<file path="src/rtl/keypad_scanner.sv">
// 4x4 matrix keypad scanner.
// One active-low column is driven at a time. The rows are sampled once per
// scan step, and presses and releases are debounced. Keys do not roll over:
// once a key is a candidate, every other key is ignored until it is released.
module keypad_scanner #(
  parameter logic [15:0] T1MS    = 16'd50000,
  parameter int          DEB_CNT = 4
) (
  input  logic       CLK,
  input  logic       RST_n,
  input  logic [3:0] Row_In,
  output logic [3:0] Col_Out,
  output logic [3:0] Key_Code,
  output logic       Key_Valid,
  output logic       Key_Down
);

  localparam logic [7:0] DEB = 8'(DEB_CNT);

  typedef enum logic [1:0] {
    SCAN,
    DEBOUNCE,
    HOLD
  } state_e;

  state_e      state_q;
  logic [3:0]  row_meta_q;
  logic [3:0]  row_s_q;
  logic [15:0] tick_cnt_q;
  logic [15:0] tick_cnt_d;
  logic        tick;
  logic [1:0]  col_q;
  logic [1:0]  row_q;
  logic [7:0]  press_cnt_q;
  logic [7:0]  rel_cnt_q;
  logic [7:0]  press_inc;
  logic [7:0]  rel_inc;
  logic [3:0]  key_code_q;
  logic        key_valid_q;
  logic        key_down_q;
  logic        any_low;
  logic [1:0]  low_row;

  // Two-flop synchronizer for the asynchronous, externally pulled-up rows.
  always_ff @(posedge CLK or negedge RST_n) begin
    if (!RST_n) begin
      row_meta_q <= 4'b1111;
      row_s_q    <= 4'b1111;
    end else begin
      row_meta_q <= Row_In;
      row_s_q    <= row_meta_q;
    end
  end

  // Scan step timebase: the counter wraps so that one tick occurs every T1MS cycles.
  always_comb begin
    tick       = (tick_cnt_q == (T1MS - 16'd1));
    tick_cnt_d = tick ? 16'd0 : (tick_cnt_q + 16'd1);
  end

  // Timebase register.
  always_ff @(posedge CLK or negedge RST_n) begin
    if (!RST_n) begin
      tick_cnt_q <= 16'd0;
    end else begin
      tick_cnt_q <= tick_cnt_d;
    end
  end

  // Lowest-index active row wins when several rows are pulled low together.
  always_comb begin
    any_low = (row_s_q != 4'b1111);
    low_row = 2'd0;
    for (int i = 3; i >= 0; i--) begin
      if (!row_s_q[i]) begin
        low_row = 2'(i);
      end
    end
  end

  // Incremented debounce counts, compared against DEB_CNT before they are stored.
  always_comb begin
    press_inc = press_cnt_q + 8'd1;
    rel_inc   = rel_cnt_q + 8'd1;
  end

  // Scan, debounce and hold sequencing. Every output is a register.
  always_ff @(posedge CLK or negedge RST_n) begin
    if (!RST_n) begin
      state_q     <= SCAN;
      col_q       <= 2'd0;
      row_q       <= 2'd0;
      press_cnt_q <= 8'd0;
      rel_cnt_q   <= 8'd0;
      key_code_q  <= 4'h0;
      key_valid_q <= 1'b0;
      key_down_q  <= 1'b0;
    end else begin
      key_valid_q <= 1'b0;
      if (tick) begin
        case (state_q)
          SCAN: begin
            if (!any_low) begin
              col_q <= col_q + 2'd1;
            end else begin
              row_q       <= low_row;
              press_cnt_q <= 8'd1;
              if (DEB == 8'd1) begin
                state_q     <= HOLD;
                key_code_q  <= {low_row, col_q};
                key_valid_q <= 1'b1;
                key_down_q  <= 1'b1;
                rel_cnt_q   <= 8'd0;
              end else begin
                state_q <= DEBOUNCE;
              end
            end
          end
          DEBOUNCE: begin
            if (!row_s_q[row_q]) begin
              press_cnt_q <= press_inc;
              if (press_inc == DEB) begin
                state_q     <= HOLD;
                key_code_q  <= {row_q, col_q};
                key_valid_q <= 1'b1;
                key_down_q  <= 1'b1;
                rel_cnt_q   <= 8'd0;
              end
            end else begin
              state_q     <= SCAN;
              press_cnt_q <= 8'd0;
              col_q       <= col_q + 2'd1;
            end
          end
          HOLD: begin
            if (row_s_q[row_q]) begin
              rel_cnt_q <= rel_inc;
              if (rel_inc == DEB) begin
                state_q     <= SCAN;
                key_down_q  <= 1'b0;
                rel_cnt_q   <= 8'd0;
                press_cnt_q <= 8'd0;
                col_q       <= col_q + 2'd1;
              end
            end else begin
              rel_cnt_q <= 8'd0;
            end
          end
          default: begin
            state_q <= SCAN;
          end
        endcase
      end
    end
  end

  assign Col_Out   = ~(4'b0001 << col_q);
  assign Key_Code  = key_code_q;
  assign Key_Valid = key_valid_q;
  assign Key_Down  = key_down_q;

endmodule

</file>
<file path="config.mk">
export PLATFORM = sky130hd
export DESIGN_NAME = keypad_scanner
export DESIGN_NICKNAME = d
export VERILOG_FILES = /design/src/rtl/keypad_scanner.sv
export SDC_FILE = /design/constraint.sdc
export NUM_CORES = 1
export LEC_CHECK = 0
export CAP_MARGIN = 40
export CORE_MARGIN = 5
export CORE_UTILIZATION = 53
export DETAILED_ROUTE_END_ITERATION = 16
export GPL_TIMING_DRIVEN = 0
export PLACE_DENSITY_LB_ADDON = 0.2
export SETUP_SLACK_MARGIN = 0.4
export SLEW_MARGIN = 20
export SYNTH_ARGS = -nofsm -noshare
export SYNTH_HDL_FRONTEND = slang
export SYNTH_SLANG_ARGS = --single-unit
</file>
<file path="constraint.sdc">
create_clock -name CLK -period 2.4 [get_ports CLK]
set_clock_uncertainty 0.1 [all_clocks]
set_input_delay 0.24 -clock CLK [delete_from_list [all_inputs] [get_ports CLK]]
set_output_delay 0.24 -clock CLK [all_outputs]
set_load 0.03 [all_outputs]
</file>
==> flow_summary.yaml, run 1 <==
final_layout:
  diodes: 0
  syn_to_final_growth_pct: 28.8
  nets: 328
  drive_gt1_share_pct: 30.9
  final_util_pct: 71.6
worst_setup_path:
  cp_max_fo: 7
  crit_required_ns: 2.49
  worstSetupStartpointType: "register"
  worstSetupPathType: "register to register"
  rrSetupSlack_ns: 0.23
  worst_ep_arrival_time_ns: 2.27
  endpoint_kind: "register"
clock_tree:
  htree_levels: 2
  clk_pin_slew_ns: 0.09
  cts_buffers: 5
  cts_tree: "yes"
  cts-root-buf: "clkbuf_8"
  cts.sinks: 52
  clkLatencyLatePin_ns: 0.31
  clockBufferDepth: 2
sta:
  worst_pin_slew_ns: 0.635
  fmax_ghz: 0.460
  relSlewSlack_pct: 57.6
  finalCritPeriodShare_pct: 90.5
  setup_violations: 0
  finalHoldViolCount: 0
  rsz0062_at_grt: "true"
  hold-worst-slack_ns: 0.236
  fin_crit_ns: 2.17
  slew_viol_final: 0
synthesis:
  syn_inst: 258
  synth_flop_cell: "dfrtp_1"
  synth_compound_area_share_pct: 13.8
  synth_top_cell_area_share_pct: 41.4
  yosys_register_bits: 52
  synth-adder-area-share_pct: 5.64
  avgSynthCellArea_um2: 10.3
  syn_nets: 276
  synth_edf_count: 0
  synth_mux_area_share_pct: 2.49
  synthSimpleGateAreaFrac_pct: 19.8
  ys_async_sr_fraction_pct: 100
  synthesis.area_um2: 2660
  synth_xor_area_share_pct: 5.60
  yosysUniqueCellTypes: 50
  synth_area_leaders: "dfrtp_1, dfstp_2, ha_1"
  synth_top_family_by_area: "simple AND/OR/NAND/NOR gates"
  synth_top_area_cell: "dfrtp_1"
  ys_seq_area_share_pct: 49.3
  yosys_warnings: 0
global_route:
  grt_use_total_pct: 19.3
  grt_pass1_wl_um: 9800
  overflow: 0
  grt_pass1_vias: 2140
  grt_start_max_net_pins: 53
  antenna_found_initial: 0
power:
  ir_drop_mv: 0.392
  cellLeakagePower_nw: 1.57
  p_int_mw: 1.11
  p_sw_mw: 0.311
  p_sw_share_pct: 21.9
  powerDensity_nw_per_um2: 415
  seqPwrFrac_pct: 62.8
  power_frac_clock_pct: 34.7
  pwr-share-comb_pct: 2.6
outcome:
  outcome: "finished clean"
place:
  port_buffers: 15
  dp_hpwl_um: 3350
  place_congestion: 0.772
floorplanning:
  std_cell_rows: 25
  initial_utilization_pct: 55.6
  core_area_um2: 4790
  dieWidth_um: 80.8
  io_pins: 16
  die_area_um2: 6540
  die-height_um: 80.8
routing:
  wl_per_cell_um: 14.8
  vias: 2064
  drt_wl_total_um: 5590
  via_per_inst: 5.46
  drtPass1Iterations: 4
  antenna_left: 0
  drc: 0
  drt-initial-drc-count: 62
job:
  max_cap_viol_count: 0
hold_path:
  hp-class: "input port to register"
critical path, stage by stage (launching register included):
cell and delay [ns]:
dfrtp_2 0.45, and4_4 0.18, a211o_1 0.28, a2111oi_4 0.46, nand3_4 0.13, and2_4 0.16
buf_6 0.12, o21ba_1 0.18
final timing paths:
path                                start              to  cells past startpoint
max in group asynchronous           RST_n  press_cnt_q[1]                      2
max                        press_cnt_q[1]    rel_cnt_q[3]                      7
min reg2reg                 row_meta_q[3]      row_s_q[3]                      0
max reg2reg                press_cnt_q[1]    rel_cnt_q[3]                      7
min in group asynchronous           RST_n  tick_cnt_q[11]                      2
min                             Row_In[2]   row_meta_q[2]                      1
layer usage:
| metal | GRT usage [%] | part of all wire, % | routed length, µm |
|---|---|---|---|
| met1 | 25.3 | 46 | 2560 |
| met5 | 0 | 0 | 0 |
| met3 | 3.66 | 3.1 | 175 |
| met2 | 31.9 | 49 | 2740 |
| met4 | 7.43 | 2.1 | 116 |
placed cells by master (no fill, tap or decap), drive strengths merged, types with 4 or more instances in the layout:
cell           count
nand2             18
dfrtp             44
dfstp              8
dlygate4sd2        4
inv               15
xnor2              6
xor2              11
nor2              21
clkdlybuf4s50     10
clkbuf             8
and3               9
o21ai             24
o31ai              4
nor2b              5
nand3             14
buf               34
nand4              8
a21oi             12
ha                12
sequential cells by signal, summed over array words and instances (netlist names):
name,cells
rel_cnt_q,8
col_q,2
Key_Down,1
Key_Valid,1
row_meta_q,4
state_q,2
tick_cnt_q,16
press_cnt_q,8
row_q,2
row_s_q,4
Key_Code,4
Yosys cell counts (2+ instances only):
master	instances
nor2_1	21
nor3b_1	2
xor2_1	11
o21ai_0	23
ha_1	12
o22a_1	2
nor3_1	2
nor2b_1	5
o21ba_1	3
a31oi_1	2
nand4_1	8
nand2b_1	3
mux2_2	3
clkbuf_1	2
nor4b_1	2
inv_1	15
nand3_1	13
dfrtp_1	44
nor4bb_1	2
and3_1	8
o41ai_1	2
xnor2_1	6
and2_1	2
dfstp_2	8
o31ai_1	4
a21o_1	2
a21oi_1	12
nand2_1	17
cell families (layout without fill, tap and decap cells):
group / Yosys count / count (layout)
AO/OA/AOI/OAI: 56 / 56
XOR/XNOR: 17 / 17
adder cells (fa/ha/maj): 12 / 12
buffers and inverters: 21 / 74
flip-flops: 52 / 52
multiplexers: 5 / 5
AND/OR/NAND/NOR: 95 / 95
through the flow:
stage	area (µm²)	setup TNS [ns]	power, mW	setup WS [ns]	cells
after floorplan	2670	0	0.913	0.231	258
after global placement	2900	-23.44	0.940	-0.536	340
after detailed placement	2900	-0.0553	0.939	-0.0183	340
after CTS	3270	0	1.44	0.244	373
after global routing	3430	0	1.49	0.152	378
final	3430	0	1.42	0.228	378
layout make-up:
class,instances,area [µm²]
fillers,351,1360
inverters,15,56.3
repair buffers,45,390
flip-flops and latches,52,1320
clock inverters,2,16.3
plain buffers,6,50.0
multi-input cells,185,1440
well taps,67,83.8
clock buffers,6,72.6
power by group through the flow:
stage	combinational [mW]	sequential (mW)	clock, mW
2_1_floorplan	0.00485	0.908	0
4_1_cts	0.0362	0.892	0.512
3_3_place_gp	0.0311	0.908	0
6_report	0.0363	0.892	0.493
5_1_grt	0.0425	0.893	0.556
3_5_place_dp	0.0308	0.909	0
timing repair:
action	CTS	global route
hold endpoints to repair	44	0
hold buffers	1	0
endpoints found under the setup margin	29	24
pin swaps	11	10
resized for setup	35	27
buffers inserted	24	5
No activity file was read; power rests on OpenSTA's default activity.
==> inputs of run 2 (changes only) <==
--- a/config.mk
+++ b/config.mk
@@ -6,8 +6,11 @@
 export NUM_CORES = 1
 export LEC_CHECK = 0
 export CAP_MARGIN = 40
+export CELL_PAD_IN_SITES_DETAIL_PLACEMENT = 1
+export CELL_PAD_IN_SITES_GLOBAL_PLACEMENT = 2
 export CORE_MARGIN = 5
-export CORE_UTILIZATION = 53
+export CORE_UTILIZATION = 35
+export CTS_CLUSTER_SIZE = 20
 export DETAILED_ROUTE_END_ITERATION = 16
 export GPL_TIMING_DRIVEN = 0
 export PLACE_DENSITY_LB_ADDON = 0.2
==> flow_summary.yaml, run 2 (synthesis gave the netlist of run 1 again) <==
sta:
  finalHoldViolCount: 0
  fmax_ghz: 0.450
  finalCritPeriodShare_pct: 92.6
  worst_pin_slew_ns: 0.673
  rsz0062_at_grt: "true"
  slew_viol_final: 0
  fin_ws_ns: 0.178
  hold-worst-slack_ns: 0.225
  setup_violations: 0
  finalSetupTns_ns: 0
  fin_crit_ns: 2.22
  relSlewSlack_pct: 55.1
routing:
  drc: 0
  drtPass1Iterations: 4
  drt_wl_total_um: 7010
  vias: 2147
  antenna_left: 0
  wl_per_cell_um: 16.7
  via_per_inst: 5.11
  drt-initial-drc-count: 39
global_route:
  overflow: 0
  grt_use_total_pct: 14.3
  grt_pass1_vias: 2294
  antenna_found_initial: 0
  grt_pass1_wl_um: 11300
  grt_start_max_net_pins: 53
floorplanning:
  die-height_um: 97.2
  die_area_um2: 9440
  std_cell_rows: 31
  io_pins: 16
  dieWidth_um: 97.2
  core_area_um2: 7330
  initial_utilization_pct: 36.3
clock_tree:
  cts-root-buf: "clkbuf_8"
  clk_pin_slew_ns: 0.10
  htree_levels: 2
  clockBufferDepth: 2
  cts.sinks: 52
  cts_buffers: 5
  clkLatencyLatePin_ns: 0.31
  cts_tree: "yes"
worst_setup_path:
  worstSetupPathType: "register to register"
  crit_required_ns: 2.52
  cp_max_fo: 2
  r2r-end: "press_cnt_q[3]"
  critPathTopFamily: "simple AND/OR/NAND/NOR gates"
  worstReg2RegStart: "row_q[0]"
  critPathSlowestCell: "mux4_2"
  crit_chain: "mux4_2 > nor2b_2 > buf_6 > nand2_4 > or4b_4 > o31ai_2"
  max_stage_delay_ns: 0.56
  rrSetupSlack_ns: 0.18
  worstSetupStartpointType: "register"
  r2r_cells: 6
  endpoint_kind: "register"
  crit_buf_inv: 1
  worst_ep_arrival_time_ns: 2.34
hold_path:
  hp-start: "Row_In[2]"
  min_to: "row_meta_q[2]"
  hp-class: "input port to register"
  holdPathStages: 1
job:
  max_cap_viol_count: 0
power:
  ir_drop_mv: 0.219
  cellLeakagePower_nw: 1.65
  powerDensity_nw_per_um2: 403
place:
  dp_hpwl_um: 4120
  dpl_worst_slack_ns: -0.0917
  place_congestion: 0.709
  port_buffers: 15
final_layout:
  largest_register_ffs: 16
  final_util_pct: 49.2
  syn_to_final_growth_pct: 35.7
  top_regs: "tick_cnt_q: 16 flops, press_cnt_q: 8 flops, rel_cnt_q: 8 flops"
  drive_gt1_share_pct: 35.5
  final_common_cell: "dfrtp_1"
  nets: 338
  diodes: 0
  final_cell_mix: "dfrtp_1, buf_4, nor2_1"
  largest-register: "tick_cnt_q"
outcome:
  outcome: "finished clean"
run 2: worst max path at each step:
stage / slack [ns] / depth (start not counted) / startpoint / to
6_report: 0.18 / 6 / row_q[0] / press_cnt_q[3]
3_3_place_gp: -0.68 / 1 / RST_n / press_cnt_q[2]
4_1_cts: 0.17 / 6 / row_q[0] / press_cnt_q[3]
5_1_grt: 0.09 / 8 / press_cnt_q[1] / rel_cnt_q[7]
2_1_floorplan: 0.23 / 7 / press_cnt_q[3] / rel_cnt_q[3]
3_5_place_dp: -0.09 / 8 / press_cnt_q[0] / rel_cnt_q[5]
run 2: cell type report:
class	instances	area, µm²
Buffer	6	50.0
Clock buffer	5	68.8
Clock inverter	3	22.5
Fill cell	799	3720
Inverter	15	56.3
Multi-Input combinational cell	186	1470
Sequential cell	52	1320
Tap cell	99	124
Timing Repair Buffer	54	495
run 2: power breakdown:
part           leakage, nW  total [mW]  internal [mW]  switching, mW
Combinational        0.920      0.0427         0.0172         0.0256
Sequential           0.677       0.891          0.888        0.00328
Clock               0.0485       0.521          0.210          0.311
Total                 1.65        1.45           1.11          0.340
run 2: worst reg2reg max path: stages (launching register included):
cell and delay (ns):
dfrtp_1 0.39, mux4_2 0.56, nor2b_2 0.14, buf_6 0.13, nand2_4 0.05, or4b_4 0.52, o31ai_2 0.24
run 2: metal layers:
layer  part of all wire, %  track usage (%)  wire length (µm)  vias up
li1                      -                -                 -     1033
met1                    47             19.0              3280     1083
met2                    50             23.7              3510       24
met3                   2.1             2.80               150        7
met4                   1.0             3.78                73        0
met5                     0                0                 0        -
run 2: per-stage QoR:
step | power [mW] | cell area [µm²] | std cells
floorplan | 0.913 | 2670 | 258
global placement | 0.941 | 2940 | 372
detailed placement | 0.941 | 2940 | 372
CTS | 1.47 | 3370 | 408
global route | 1.52 | 3610 | 420
finish | 1.45 | 3610 | 420
run 2: what timing repair did:
action,CTS,global route
buffers inserted,26,11
endpoints found under the setup margin,39,26
gates cloned,1,1
hold buffers,1,0
resized for setup,48,37
endpoints found under the hold margin,44,0
pin swaps,17,17
==> variant 1: new RTL, flow settings as in run 1 <==
Add an input register stage for `Row_In`, cleared by the reset; this delays it by one clock.
--- a/src/rtl/keypad_scanner.sv
+++ b/src/rtl/keypad_scanner.sv
@@ -23,6 +23,16 @@
     HOLD
   } state_e;
 
+  logic [3:0] Row_In_q;
+
+  always_ff @(posedge CLK or negedge RST_n) begin
+    if (!RST_n) begin
+      Row_In_q <= '0;
+    end else begin
+      Row_In_q <= Row_In;
+    end
+  end
+
   state_e      state_q;
   logic [3:0]  row_meta_q;
   logic [3:0]  row_s_q;
@@ -47,7 +57,7 @@
       row_meta_q <= 4'b1111;
       row_s_q    <= 4'b1111;
     end else begin
-      row_meta_q <= Row_In;
+      row_meta_q <= Row_In_q;
       row_s_q    <= row_meta_q;
     end
   end
Formal check against the unedited RTL: same outputs for any inputs over 10 cycles, from zero or initial values and one cycle with RST_n low; that may be too few to reach the edited logic, so the function may still have changed.
==> variant 1 against run 1 <==
- wire length decreased by 13%
- power increased by 8.3%
- sequential power increased by 8.2%
- area after synthesis increased by 2.1%
- count of clock-buffer cells in the layout decreased by 1
- critical path type unchanged
- sequential cell count increased by 4
- design area decreased by 4.3%
- global-route usage decreased by 2.4 points
- worst setup slack improved by 0.14 ns
- via count decreased by 7.1%
==> variant 1: results (changes against run 1) <==
- Status: finished, final reports clean
- Slowest CP cell: dfrtp_1
- Area contributors post-synth: dfrtp_1, dfstp_2, ha_1, o21ai_1, nand3_1
- Leak: 1.49 nW (-5.2%)
- # fillers: 413 (+18%)
- Post-CTS setup buffers: 11 (-54%)
- Pint: 1.19 mW (+6.9%)
- Worst Hold End: Row_In_q[2]
- First-pass GRT wire length: 8.72 mm (-11%)
- R2R Path End: Key_Code[2]
- Max stage delay on crit path: 0.40 ns (-0.06 ns)
- M2 GR Usage: 28.6% (-3.3 points)
- RePlAce Congestion: 0.800 (+3.6%)
- Final worst setup slack: 0.367 ns (+0.139 ns)
- Fraction of layout instances using a drive strength above 1: 22.0% (-8.9 points)
- Register area share after synthesis: 52.0% (+2.7 points)
- Routing usage on met3: 2.96% (-0.70 points)
- Placed cell areas: 2950 um2 (+1.9%)
- Placed Cells: 337 (-0.88%)
- Worst Path Max Fanout: 5 (-2)
- Routed len/inst: 13.5 um (-8.8%)
- Routed vias: 1917 (-7.1%)
- Final nets: 307 (-6.4%)
- All-Layer GR Usage: 16.9% (-2.4 points)
- Post-DP HPWL: 3.26 mm (-2.5%)
- Synth unique cells: 40 (-20%)
- Clock group: 0.538 mW (+9.1%)
- Mapped Cells: 252 (-2.3%)
- Sequential share of power: 62.7% (about the same)
- WL met1: 2.28 mm (-11%)
- Ranking of synthesized cells by instance count: dfrtp_1, nor2_1, o21ai_1
- Path depth of the worst reg2reg path: 5 (-2)
- GR Layer Usage met1: 22.2% (-3.1 points)
- Synthesized Nets: 269 (-2.5%)
- Initial antenna violation count: 0 (unchanged)
- Final core utilization: 65.0% (-6.6 points)
- Fin Hold WS: 0.258 ns (+0.0220 ns)
- Metal2 WL: 2.44 mm (-11%)
- Peak supply drop: 0.000455 V (+16%)
- WL final: 4.87 mm (-13%)
==> variant 1: cell count changes after synthesis, moves of 4 or more <==
cell     delta
a21oi_1     -5
buf_2       +5
dfrtp_1     +4
mux2_1      +5
nand3_1     +4
nand4_1     -4
o21ai_0    -16
o21ai_1    +19
o31ai_4     +4
==> variant 1: logic make-up (layout without fill, tap and decap cells) <==
logic type	count (synthesis)	count (layout)	synth area share [%]
buf+inv	20	59	3.32
xor+xnor	15	15	4.84
flops	56	56	52.0
mux	7	7	3.27
simple gates	95	95	19.4
compound gates	48	48	12.2
fa+ha+maj	11	11	5.07
==> variant 1: area by class of cell <==
cell class                      count  area share (%)
Buffer                              7            1.91
Clock buffer                        5            2.10
Clock inverter                      3           0.840
Inverter                           13            1.49
Multi-Input combinational cell    176            39.8
Sequential cell                    56            43.1
Tap cell                           70            2.67
Timing Repair Buffer               31            8.09
==> variant 2: new RTL, config.mk and constraints of run 1 <==
Without the edit above. Set the parameter `T1MS` to 16'd25000 (it was 16'd50000).
--- a/src/rtl/keypad_scanner.sv
+++ b/src/rtl/keypad_scanner.sv
@@ -3,7 +3,7 @@
 // scan step, and presses and releases are debounced. Keys do not roll over:
 // once a key is a candidate, every other key is ignored until it is released.
 module keypad_scanner #(
-  parameter logic [15:0] T1MS    = 16'd50000,
+  parameter logic [15:0] T1MS    = 16'd25000,
   parameter int          DEB_CNT = 4
 ) (
   input  logic       CLK,
Check against the original RTL: same outputs for any inputs over 10 cycles, from zero or initial values and one cycle with RST_n low; that may be too few to reach the edited logic, so the function may still have changed.
==> variant 2 against run 1 <==
- wire length grew 8.4%
- area after synthesis grew 2.9%
- worst setup slack lost 0.12 ns
- design area grew 4.1%
- die area grew 2.5%
- clock power grew 24%
- first-iteration DRC count grew 18%
- final cell count shrank 2.4%
- power grew 8.2%
- sequential cell count is the same
- critical path depth is the same
==> variant 2: results (changes against run 1) <==
- Status: finished, final reports clean
- RePlAce Congestion: 0.788 (+2.1%)
- Placed cell areas: 3010 um2 (+4.0%)
- Synth Area in Adders: 5.49% (-0.16 points)
- Metal2 WL: 3.13 mm (+14%)
- Fraction of layout instances using a drive strength above 1: 34.4% (+3.6 points)
- M2 GR Usage: 30.0% (-1.8 points)
- Register area share after synthesis: 47.9% (-1.4 points)
- Clock share of power: 39.7% (+5.0 points)
- Final nets: 316 (-3.7%)
- Post-CTS setup buffers: 14 (-42%)
- Routing usage on met3: 3.29% (-0.37 points)
- Worst Setup SP: rel_cnt_q[0]
- Synth unique cells: 60 (+20%)
- Final Cycle Share: 95.6% (+5.1 points)
- Worst setup path endpoint: col_q[1]
- Max_slew headroom: 57.5% (-0.17 points)
- Worst Path Max Fanout: 2 (-5)
- First-pass GRT wire length: 9.52 mm (-2.8%)
- Pre-CTS setup slack: -0.0422 ns (-0.0239 ns)
- Comb. pwr: 0.0339 mW (-6.6%)
- Setup slack, reg-to-reg: 0.11 ns (-0.12 ns)
- Mux cell area share after synthesis: 3.80% (+1.3 points)
- Synth Area in Compound Gates: 14.1% (+0.30 points)
- Synthesized Nets: 268 (-2.9%)
- Post-DP HPWL: 3.69 mm (+10%)
- Vias in the first global route: 2027 (-5.3%)
- Iteration-0 DRC Markers: 73 (+18%)
- Post-CTS Resized: 31 (-11%)
- All-Layer GR Usage: 18.4% (-0.96 points)
- Leak: 1.54 nW (-1.9%)
- Ranking of synthesized cells by instance count: dfrtp_1, nor2_1, nand2_1
- GR Layer Usage met1: 24.2% (-1.0 points)
- Footprint of the multi-input gates: 1640 um2 (+14%)
- WL final: 6.05 mm (+8.4%)
- Critical Path AT: 2.40 ns (+0.13 ns)
- Area contributors post-synth: dfrtp_1, dfstp_2, ha_1, xnor2_1, nor2_1
- # fillers: 373 (+6.3%)
- Synth Warn #: 0 (unchanged)
- Peak supply drop: 0.000455 V (+16%)
- Met3 WL post-DR: 172 um (-1.7%)
- Via density: 5.76 (+5.5%)
-- variant 2: worst min-delay path by stage --
| stage | start | end | cells after the start | slack, ns |
|---|---|---|---|---|
| floorplan | RST_n | Key_Code[0] | 0 | -0.16 |
| global placement | row_meta_q[1] | row_s_q[1] | 0 | 0.25 |
| detailed placement | RST_n | rel_cnt_q[6] | 1 | 0.21 |
| CTS | Row_In[1] | row_meta_q[1] | 1 | 0.22 |
| global route | Row_In[3] | row_meta_q[3] | 1 | 0.22 |
| finish | Row_In[1] | row_meta_q[1] | 1 | 0.23 |
-- variant 2: final cells by class --
type                       instances  area share (%)
sequential                        52            36.8
clock buffer                       5            1.93
inverter                          15            1.58
tap                               70            2.45
buffer                             1           0.316
clock inverter                     3            1.19
timing repair buffer              40            9.64
multi-input combinational        183            46.1
-- variant 2: critical path, cell delays in order (launching register included) --
cell and delay (ns):
dfrtp_1 0.37, ha_2 0.19, or2b_1 0.24, or3_4 0.37, nor3_4 0.23, a22oi_2 0.10, a2111oi_4 0.27, mux2_4 0.33
-- variant 2: per-stage QoR --
stage / cells / setup TNS (ns) / hold slack [ns] / power [mW]
after floorplan: 250 / 0 / -0.156 / 0.913
after global placement: 335 / -21.47 / 0.246 / 0.940
after detailed placement: 335 / -0.107 / 0.209 / 0.941
after CTS: 359 / 0 / 0.219 / 1.55
after global routing: 369 / -0.00284 / 0.215 / 1.59
final: 369 / 0 / 0.231 / 1.54
-- variant 2: logic make-up after synthesis --
logic type               count (synthesis)
adder cells (fa/ha/maj)                 12
AND/OR/NAND/NOR                         94
buffers and inverters                   16
multiplexers                             8
XOR/XNOR                                17
AO/OA/AOI/OAI                           51
flip-flops                              52
